`src/rtl/sqg.sv`:
```
// sqg: streaming per-pixel front end of the box-counting pipeline.
// Walks a fixed 8x8 raster frame, presents the box-count read address for
// the current pixel and, one cycle later, the write address, the measure and
// the write enable for the external read-modify-write accumulator.
module sqg #(
  parameter int BOX_IDX = 3
) (
  input  logic       CLK,
  input  logic       RST,
  input  logic       BC_mode,
  input  logic [7:0] x,
  output logic       wen_sqg,
  output logic [7:0] y,
  output logic [5:0] BC_rd_addr,
  output logic [5:0] BC_wr_addr
);

  localparam int DATA_W = 8;

  // Boxes per side of the frame at this box size.
  localparam logic [5:0] NB = 6'(8 >> BOX_IDX);

  // Box index of a raster position: coarse row times boxes-per-row plus coarse column.
  function automatic logic [5:0] box_addr(input logic [5:0] c);
    logic [2:0] brow;
    logic [2:0] bcol;
    brow = c[5:3] >> BOX_IDX;
    bcol = c[2:0] >> BOX_IDX;
    return ({3'd0, brow} * NB) + {3'd0, bcol};
  endfunction

  // Quadratic measure keeps the top byte of x*x; occupancy flags any non-zero pixel.
  function automatic logic [DATA_W-1:0] measure(input logic [DATA_W-1:0] v,
                                                input logic mode);
    logic [2*DATA_W-1:0] prod;
    prod = {{DATA_W{1'b0}}, v} * {{DATA_W{1'b0}}, v};
    if (mode)
      return (v != '0) ? DATA_W'(1) : '0;
    else
      return prod[2*DATA_W-1:DATA_W];
  endfunction

  logic [5:0]        cnt_p0;
  logic [DATA_W-1:0] y_p1;
  logic [5:0]        wr_addr_p1;
  logic              vld_p1;

  // ---- stage p0: pixel position of the sample currently on x ----
  // Raster counter; wraps 63->0 so frames run back-to-back.
  always_ff @(posedge CLK or posedge RST) begin
    if (RST)
      cnt_p0 <= '0;
    else
      cnt_p0 <= cnt_p0 + 6'd1;
  end

  assign BC_rd_addr = box_addr(cnt_p0);

  // ---- stage p1: registered measure, write address and write enable ----
  // Write side lags the read side by one cycle so the accumulator can read then write.
  always_ff @(posedge CLK or posedge RST) begin
    if (RST) begin
      y_p1       <= '0;
      wr_addr_p1 <= '0;
      vld_p1     <= 1'b0;
    end else begin
      y_p1       <= measure(x, BC_mode);
      wr_addr_p1 <= box_addr(cnt_p0);
      vld_p1     <= 1'b1;
    end
  end

  assign y          = y_p1;
  assign BC_wr_addr = wr_addr_p1;
  assign wen_sqg    = vld_p1;

endmodule

```
`config.mk`:
```
export PLATFORM = sky130hd
export DESIGN_NAME = sqg
export DESIGN_NICKNAME = d
export VERILOG_FILES = /design/src/rtl/sqg.sv
export SDC_FILE = /design/constraint.sdc
export NUM_CORES = 1
export LEC_CHECK = 0
export CORE_MARGIN = 2
export CORE_UTILIZATION = 55
export CTS_BUF_LIST = sky130_fd_sc_hd__clkbuf_2
export CTS_CLUSTER_SIZE = 28
export DETAILED_ROUTE_END_ITERATION = 12
export GPL_TIMING_DRIVEN = 0
export PLACE_DENSITY = 0.93
export SETUP_SLACK_MARGIN = 0.2
export SLEW_MARGIN = 20
export SYNTH_ARGS = -nofsm -noshare
export SYNTH_HDL_FRONTEND = slang
export SYNTH_SLANG_ARGS = --single-unit
```
`constraint.sdc`:
```
create_clock -name CLK -period 0.8 [get_ports CLK]
set_clock_uncertainty 0.15 [all_clocks]
set_input_delay 0.08 -clock CLK [delete_from_list [all_inputs] [get_ports CLK]]
set_output_delay 0.08 -clock CLK [all_outputs]
set_load 0.05 [all_outputs]
```
==> results.rst, run 1 <==
.. list-table::
   :header-rows: 1

   * - Metric
     - Value
   * - Die H
     - 64.2 um
   * - Final Setup Violations
     - 17
   * - Ratio of final minimum period to clock period
     - 486%
   * - Violated checks
     - negative hold slack, negative setup slack
   * - Met1 demand-to-capacity share in global routing
     - 26.7%
   * - GRT Resource Usage Total
     - about a quarter
   * - Fin. max-slew vios
     - 0
   * - Estimated wirelength of the detail-placed design
     - 3.25 mm
   * - Shortest period the worst path allows
     - 3880 ps
   * - Routed Wire Length
     - approximately 5.3 mm
   * - Number of clock buffers inserted by TritonCTS
     - 3
   * - Pin count of the biggest net entering global routing
     - 11
   * - Filler cell count
     - 199
   * - Cells after Synth
     - 218
   * - Worst setup margin
     - -3080 ps
   * - Max capacitance violation total
     - 0
   * - Run status
     - finished, violations left
   * - Endpoint type of the worst setup path
     - register
   * - Global-route wire length before repair
     - 8.28 mm
   * - Total Die Area
     - around 0.0041 mm^2
   * - Via count of the routed design
     - around 1700
   * - Relative contribution of sequential cells to total power
     - ~8.8%
   * - RSZ-0062 raised after global routing
     - true
   * - Number of distinct library cells after synthesis
     - 44
   * - GR met2 Demand/Resource
     - 51.3%
   * - Maximum vdd drop
     - between 1500 and 2000 uV
   * - Number of warnings reported in the yosys synthesis log
     - 0
   * - Type of the worst setup path
     - input port to register
   * - Primary FF master, synth
     - sky130_fd_sc_hd__dfrtp_1
   * - Share of total power in combinational logic
     - a little under 90%
   * - DRC violation count after routing
     - 0
   * - Most common cell after layout, fill and taps aside
     - sky130_fd_sc_hd__inv_1
   * - Critical path startpoint
     - x[1]
   * - Synth-to-layout area growth
     - 41.0%
   * - Critical Path Fanout Max
     - 5
   * - Most frequent cells in the layout
     - 34 x sky130_fd_sc_hd__inv_1, 29 x sky130_fd_sc_hd__buf_4, 26 x sky130_fd_sc_hd__ha_1, 19 x sky130_fd_sc_hd__fa_1, 17 x sky130_fd_sc_hd__buf_6
   * - CTS root buffer
     - sky130_fd_sc_hd__clkbuf_2
   * - Cell area reported after detailed placement
     - roughly 0.0024 mm^2
   * - Final setup TNS
     - -25370 ps
   * - Part of the Yosys area used for sequential elements
     - a little under an eighth
   * - Internal Dissipation
     - about 4.0 mW
   * - LEAKAGE
     - roughly 1.4 nW
   * - Mean post-synth cell area
     - ~9.1 um^2
   * - Remaining antenna violation count
     - 0
   * - Asr flop ratio synth
     - 100%
   * - Overflow left after global routing
     - 0
   * - Number of vias per cell
     - 5.34
   * - Top Usage Layer GRT
     - met2
   * - Initial antenna violation count
     - 0
   * - CTS H-Tree Depth
     - 1
   * - Library cell with the largest summed area after synthesis
     - sky130_fd_sc_hd__fa_1
   * - Synth area leaders
     - sky130_fd_sc_hd__fa_1 24%, sky130_fd_sc_hd__ha_1 18%, sky130_fd_sc_hd__dfrtp_1 11%, sky130_fd_sc_hd__inv_1 7.7%, sky130_fd_sc_hd__and2_1 5.0%
   * - Crit path DAT
     - 3880 ps
   * - Final RePlAce weighted congestion
     - 0.842
   * - Type of the tightest min-delay check
     - input port to async pin
   * - Die width
     - around 64 um
   * - Number of antenna diodes
     - 0
   * - Hold Vio Cnt, Final
     - 9
   * - Clock power frac
     - around 4%
   * - Power after layout
     - 7.73 mW
   * - Number of buffers between clock root and the deepest sink
     - 2
   * - Cell Pwr Density
     - around 2800 mW/mm^2
   * - Worst path required time
     - 800 ps
   * - Share of cells above drive strength 1
     - between 40% and 50%
   * - Core area
     - roughly 0.0034 mm^2
   * - Number of global-route vias before repair
     - between 1500 and 2000
   * - Post-Layout Inst Area
     - between 0.002 and 0.003 mm^2
   * - Area share of the leading cell type in the synthesized netlist
     - 24.1%
   * - Wirelength per Cell
     - roughly 16 um
   * - Worst setup slack before clock tree synthesis
     - -4030 ps
   * - Syn Std Cell Area
     - between 0.0015 and 0.002 mm^2
   * - Net switching component of the power
     - between 3 and 4 mW
   * - Post-synth EDFFs
     - 0
   * - Number of I/O port buffers
     - 19
   * - I/O pin total
     - 32
   * - Flip-flop and latch count after synthesis
     - 9
   * - Site row count
     - 21
   * - Met3 global-route usage
     - 4.58%
   * - Number of sinks on the clock net
     - 9
   * - Sw Share
     - 48.0%
   * - Hold slack final
     - -29.3 ps
   * - Iteration-0 DRC Markers
     - 56
   * - CTS clk-pin slew, worst paths
     - 100 ps
   * - Starting Density
     - approximately three fifths
   * - CTS tree
     - built
   * - Top achievable clock speed
     - 0.257 GHz
   * - Share of the core filled with cells in the final layout
     - ~82%
   * - Nets
     - 342
   * - First-pass detailed-route iteration total
     - 4
   * - Critical path startpoint category
     - input port
state kept, by name (all words and copies together) (netlist names):
signal   cells
y            8
wen_sqg      1
layer usage:
metal  vias to the layer above  wire, um
li1                        795         -
met1                       850      1850
met2                        63      3050
met3                        18       215
met4                         0       202
met5                         -         0
through the flow:
step / hold WS [ps] / cells
2_1_floorplan: -243 / 229
3_3_place_gp: 199 / 294
3_5_place_dp: 248 / 294
4_1_cts: -31.6 / 312
5_1_grt: -32.7 / 323
6_report: -29.3 / 323
worst max-delay path: stages:
cell                        delay [ps]
sky130_fd_sc_hd__buf_8              80
sky130_fd_sc_hd__buf_8              90
sky130_fd_sc_hd__buf_4             110
sky130_fd_sc_hd__buf_4             130
sky130_fd_sc_hd__nand2_2            80
sky130_fd_sc_hd__fa_1              370
sky130_fd_sc_hd__inv_1              90
sky130_fd_sc_hd__fa_1              420
sky130_fd_sc_hd__ha_1              290
sky130_fd_sc_hd__inv_1              50
sky130_fd_sc_hd__fa_1              530
sky130_fd_sc_hd__inv_1              40
sky130_fd_sc_hd__ha_1              290
sky130_fd_sc_hd__o21a_1            240
sky130_fd_sc_hd__a2bb2oi_2         170
sky130_fd_sc_hd__a211o_1           350
sky130_fd_sc_hd__a21oi_2           170
sky130_fd_sc_hd__mux2_4            300
what timing repair did:
action,CTS,global route
pin swaps,28,22
setup endpoints to repair,17,26
hold endpoints to repair,9,9
buffers inserted,14,11
resized for setup,141,27
power by group through the flow:
stage                     sequential [mW]  combinational [mW]  clock [mW]
after floorplan                      1.13                3.08           0
after global placement              0.648                4.33           0
after detailed placement            0.656                4.48           0
after CTS                           0.674                5.95       0.299
after global routing                0.689                7.26       0.350
final                               0.683                6.74       0.309
kinds of logic after synthesis:
family	share of synthesized area, %
buf+inv	13.3
simple gates	15.3
fa+ha+maj	42.3
compound gates	11.1
xor+xnor	3.96
flops	11.3
mux	2.39
other cells	0.377
Yosys cell counts (2+ instances only):
library cell and instances:
sky130_fd_sc_hd__inv_1 41, sky130_fd_sc_hd__ha_1 29, sky130_fd_sc_hd__fa_1 24, sky130_fd_sc_hd__and2_1 16, sky130_fd_sc_hd__buf_4 12, sky130_fd_sc_hd__nand2_1 12
sky130_fd_sc_hd__dfrtp_1 9, sky130_fd_sc_hd__nor2_1 9, sky130_fd_sc_hd__a21oi_1 8, sky130_fd_sc_hd__xnor2_1 7, sky130_fd_sc_hd__nor2b_1 4, sky130_fd_sc_hd__o21ai_1 4
sky130_fd_sc_hd__and2_2 3, sky130_fd_sc_hd__clkbuf_1 3, sky130_fd_sc_hd__a211o_1 2, sky130_fd_sc_hd__a21o_1 2, sky130_fd_sc_hd__conb_1 2, sky130_fd_sc_hd__mux2_1 2
sky130_fd_sc_hd__o21a_1 2, sky130_fd_sc_hd__or4_1 2, sky130_fd_sc_hd__xor2_1 2
area by class of cell:
class	count	area (um^2)	share of cell area, %
Clock buffer	4	20.0	0.713
Timing Repair Buffer	44	464	16.5
Buffer	16	118	4.19
Multi-Input combinational cell	162	1750	62.3
Inverter	42	164	5.84
Tap cell	46	57.6	2.05
Sequential cell	9	235	8.38
worst max path at each step:
stage / endpoint / slack [ps] / cells past startpoint
after floorplan: y[6]$_DFF_PP0_ / -2980 / 14
after global placement: y[6]$_DFF_PP0_ / -3940 / 15
after detailed placement: y[6]$_DFF_PP0_ / -4030 / 15
after CTS: y[6]$_DFF_PP0_ / -3060 / 15
after global routing: y[6]$_DFF_PP0_ / -3150 / 18
final: y[6]$_DFF_PP0_ / -3080 / 18
Power figures use the tool's default switching activity.
==> run 2, diff against run 1 <==
--- a/config.mk
+++ b/config.mk
@@ -11,6 +11,7 @@
 export CTS_CLUSTER_SIZE = 28
 export DETAILED_ROUTE_END_ITERATION = 12
 export GPL_TIMING_DRIVEN = 0
+export MAX_ROUTING_LAYER = met4
 export PLACE_DENSITY = 0.93
 export SETUP_SLACK_MARGIN = 0.2
 export SLEW_MARGIN = 20
==> run 2 against run 1 <==
Compared with the run above:
- the flow still finishes with violations (negative hold slack, negative setup slack)
- non-clock buffer count unchanged
- sequential cell count unchanged
- worst setup slack worse by 10 ps
- via count down 0.52%
- routed wire length up 0.32%
- fmax down 0.26%
- critical path depth unchanged
- critical path type unchanged
==> results.rst, run 2 (same netlist as run 1, synthesis figures left out) <==
.. list-table::
   :header-rows: 1

   * - Metric
     - Value
   * - Run status
     - finished, violations left
   * - Violated checks
     - negative hold slack, negative setup slack
   * - Fin. max-slew vios
     - 0
   * - CTS tree
     - built
   * - Delay contributed by the slowest stage of the critical path
     - roughly 530 ps
   * - Wirelength per Cell
     - between 15 and 20 um
   * - Number of vias per cell
     - roughly 5.3
   * - Crit path DAT
     - 3890 ps
   * - Die H
     - ~64 um
   * - Endpoint type of the worst setup path
     - register
   * - Power after layout
     - about 7.7 mW
   * - Critical Path Fanout Max
     - 5
   * - Routed Wire Length
     - roughly 5.3 mm
   * - Shortest period the worst path allows
     - a little under 4000 ps
   * - Series of cell instances along the critical path
     - buf_8 > buf_8 > buf_4 > buf_4 > nand2_2 > fa_1 > inv_1 > fa_1 > ha_1 > inv_1 > fa_1 > inv_1 > ha_1 > o21a_1 > a2bb2oi_2 > a211o_1 > a21oi_2 > mux2_4
   * - Crit path buf inv count
     - 7
   * - Max capacitance violation total
     - 0
   * - Worst setup margin
     - -3090 ps
   * - CTS H-Tree Depth
     - 1
   * - Share of cells above drive strength 1
     - a little over two fifths
   * - Ratio of final minimum period to clock period
     - 487%
   * - Estimated wirelength of the detail-placed design
     - roughly 3.2 mm
   * - Standard cell with the maximum stage delay on the critical path
     - sky130_fd_sc_hd__fa_1
   * - Hold slack final
     - -22.2 ps
   * - Most frequent cells in the layout
     - 34 x sky130_fd_sc_hd__inv_1, 29 x sky130_fd_sc_hd__buf_4, 26 x sky130_fd_sc_hd__ha_1, 19 x sky130_fd_sc_hd__fa_1, 17 x sky130_fd_sc_hd__buf_6
   * - Via count of the routed design
     - 1717
   * - LEAKAGE
     - about 1.4 nW
   * - Finished Layout Cells
     - roughly 320
   * - Type of the worst setup path
     - input port to register
   * - Number of I/O port buffers
     - 19
   * - Maximum vdd drop
     - approximately 1700 uV
   * - Final RePlAce weighted congestion
     - 0.855
   * - CTS root buffer
     - sky130_fd_sc_hd__clkbuf_2
   * - First-pass detailed-route iteration total
     - 4
   * - Final Setup Violations
     - 17
   * - DRC violation count after routing
     - 0
   * - Worst path required time
     - 790 ps
   * - Type of the tightest min-delay check
     - input port to async pin
   * - Placed cell count
     - between 200 and 300
   * - Nets
     - 342
   * - Most common cell after layout, fill and taps aside
     - sky130_fd_sc_hd__inv_1
   * - Starting Density
     - about three fifths
   * - Die width
     - 64.2 um
   * - Hold Vio Cnt, Final
     - 9
   * - RSZ-0062 raised after global routing
     - true
   * - Remaining antenna violation count
     - 0
   * - Cell class contributing the biggest share of worst-path delay
     - adder cells
   * - Pin count of the biggest net entering global routing
     - 11
   * - Total Die Area
     - approximately 0.0041 mm^2
   * - I/O pin total
     - 32
   * - Global-route wire length before repair
     - between 8 and 9 mm
   * - CTS clk-pin slew, worst paths
     - around 100 ps
   * - Final setup TNS
     - -25380 ps
   * - Initial antenna violation count
     - 0
   * - Flip-flop count of the largest register after layout
     - 8
   * - Synth-to-layout area growth
     - 41.0%
   * - Top achievable clock speed
     - ~0.26 GHz
   * - Site row count
     - 21
   * - GRT Resource Usage Total
     - a little over a quarter
   * - Number of clock buffers inserted by TritonCTS
     - 3
   * - Number of global-route vias before repair
     - 1862
   * - Critical path startpoint category
     - input port
   * - Number of antenna diodes
     - 0
   * - Core area
     - roughly 0.0034 mm^2
   * - Cell Pwr Density
     - 2750 mW/mm^2
   * - Number of sinks on the clock net
     - 9
   * - Overflow left after global routing
     - 0
   * - Number of buffers between clock root and the deepest sink
     - 2
   * - Iteration-0 DRC Markers
     - 63
run 2: cell counts in the layout (fill, tap and decap cells not counted):
No cell type changed its count.
run 2: layer usage:
layer	track usage, %	up-vias	wire (um)
li1	-	790	-
met1	26.7	858	1920
met2	51.3	53	3050
met3	4.58	16	176
met4	8.78	0	188
met5	-	-	0
run 2: area by class of cell:
type                            instances  area, um^2
Buffer                                 16         118
Timing Repair Buffer                   44         464
Clock buffer                            4        20.0
Multi-Input combinational cell        162        1750
Fill cell                             199         608
Sequential cell                         9         235
Inverter                               42         164
Tap cell                               46        57.6
run 2: power by group:
group	internal (mW)	leakage (nW)	switching [mW]
clock network	0.133	0.0166	0.172
logic	3.28	1.32	3.47
registers	0.612	0.104	0.0702
total	4.02	1.44	3.71
run 2: through the flow:
stage          utilization (%)  cell area (um^2)  worst slack, ps  hold slack [ps]
2_1_floorplan                -              2110            -2980             -243
3_3_place_gp              69.1              2360            -3940              199
3_5_place_dp              69.1              2360            -4030              248
4_1_cts                   76.3              2610            -3060            -31.6
5_1_grt                   82.2              2810            -3150            -32.7
6_report                  82.2              2810            -3090            -22.2
run 2: how the worst max path moves through the flow:
| stage | from | end | slack, ps | cells after the start |
|---|---|---|---|---|
| 3_3_place_gp | x[4] | y[6]$_DFF_PP0_ | -3940 | 15 |
| 2_1_floorplan | x[1] | y[6]$_DFF_PP0_ | -2980 | 14 |
| 4_1_cts | x[1] | y[6]$_DFF_PP0_ | -3060 | 15 |
| 6_report | x[1] | y[6]$_DFF_PP0_ | -3090 | 18 |
| 5_1_grt | x[1] | y[6]$_DFF_PP0_ | -3150 | 18 |
| 3_5_place_dp | x[5] | y[6]$_DFF_PP0_ | -4030 | 15 |
run 2: what timing repair did:
item / in CTS / in global routing
hold endpoints to repair: 9 / 9
endpoints found under the setup margin: 17 / 26
resized for setup: 141 / 27
pin swaps: 28 / 22
setup buffers: 14 / 11
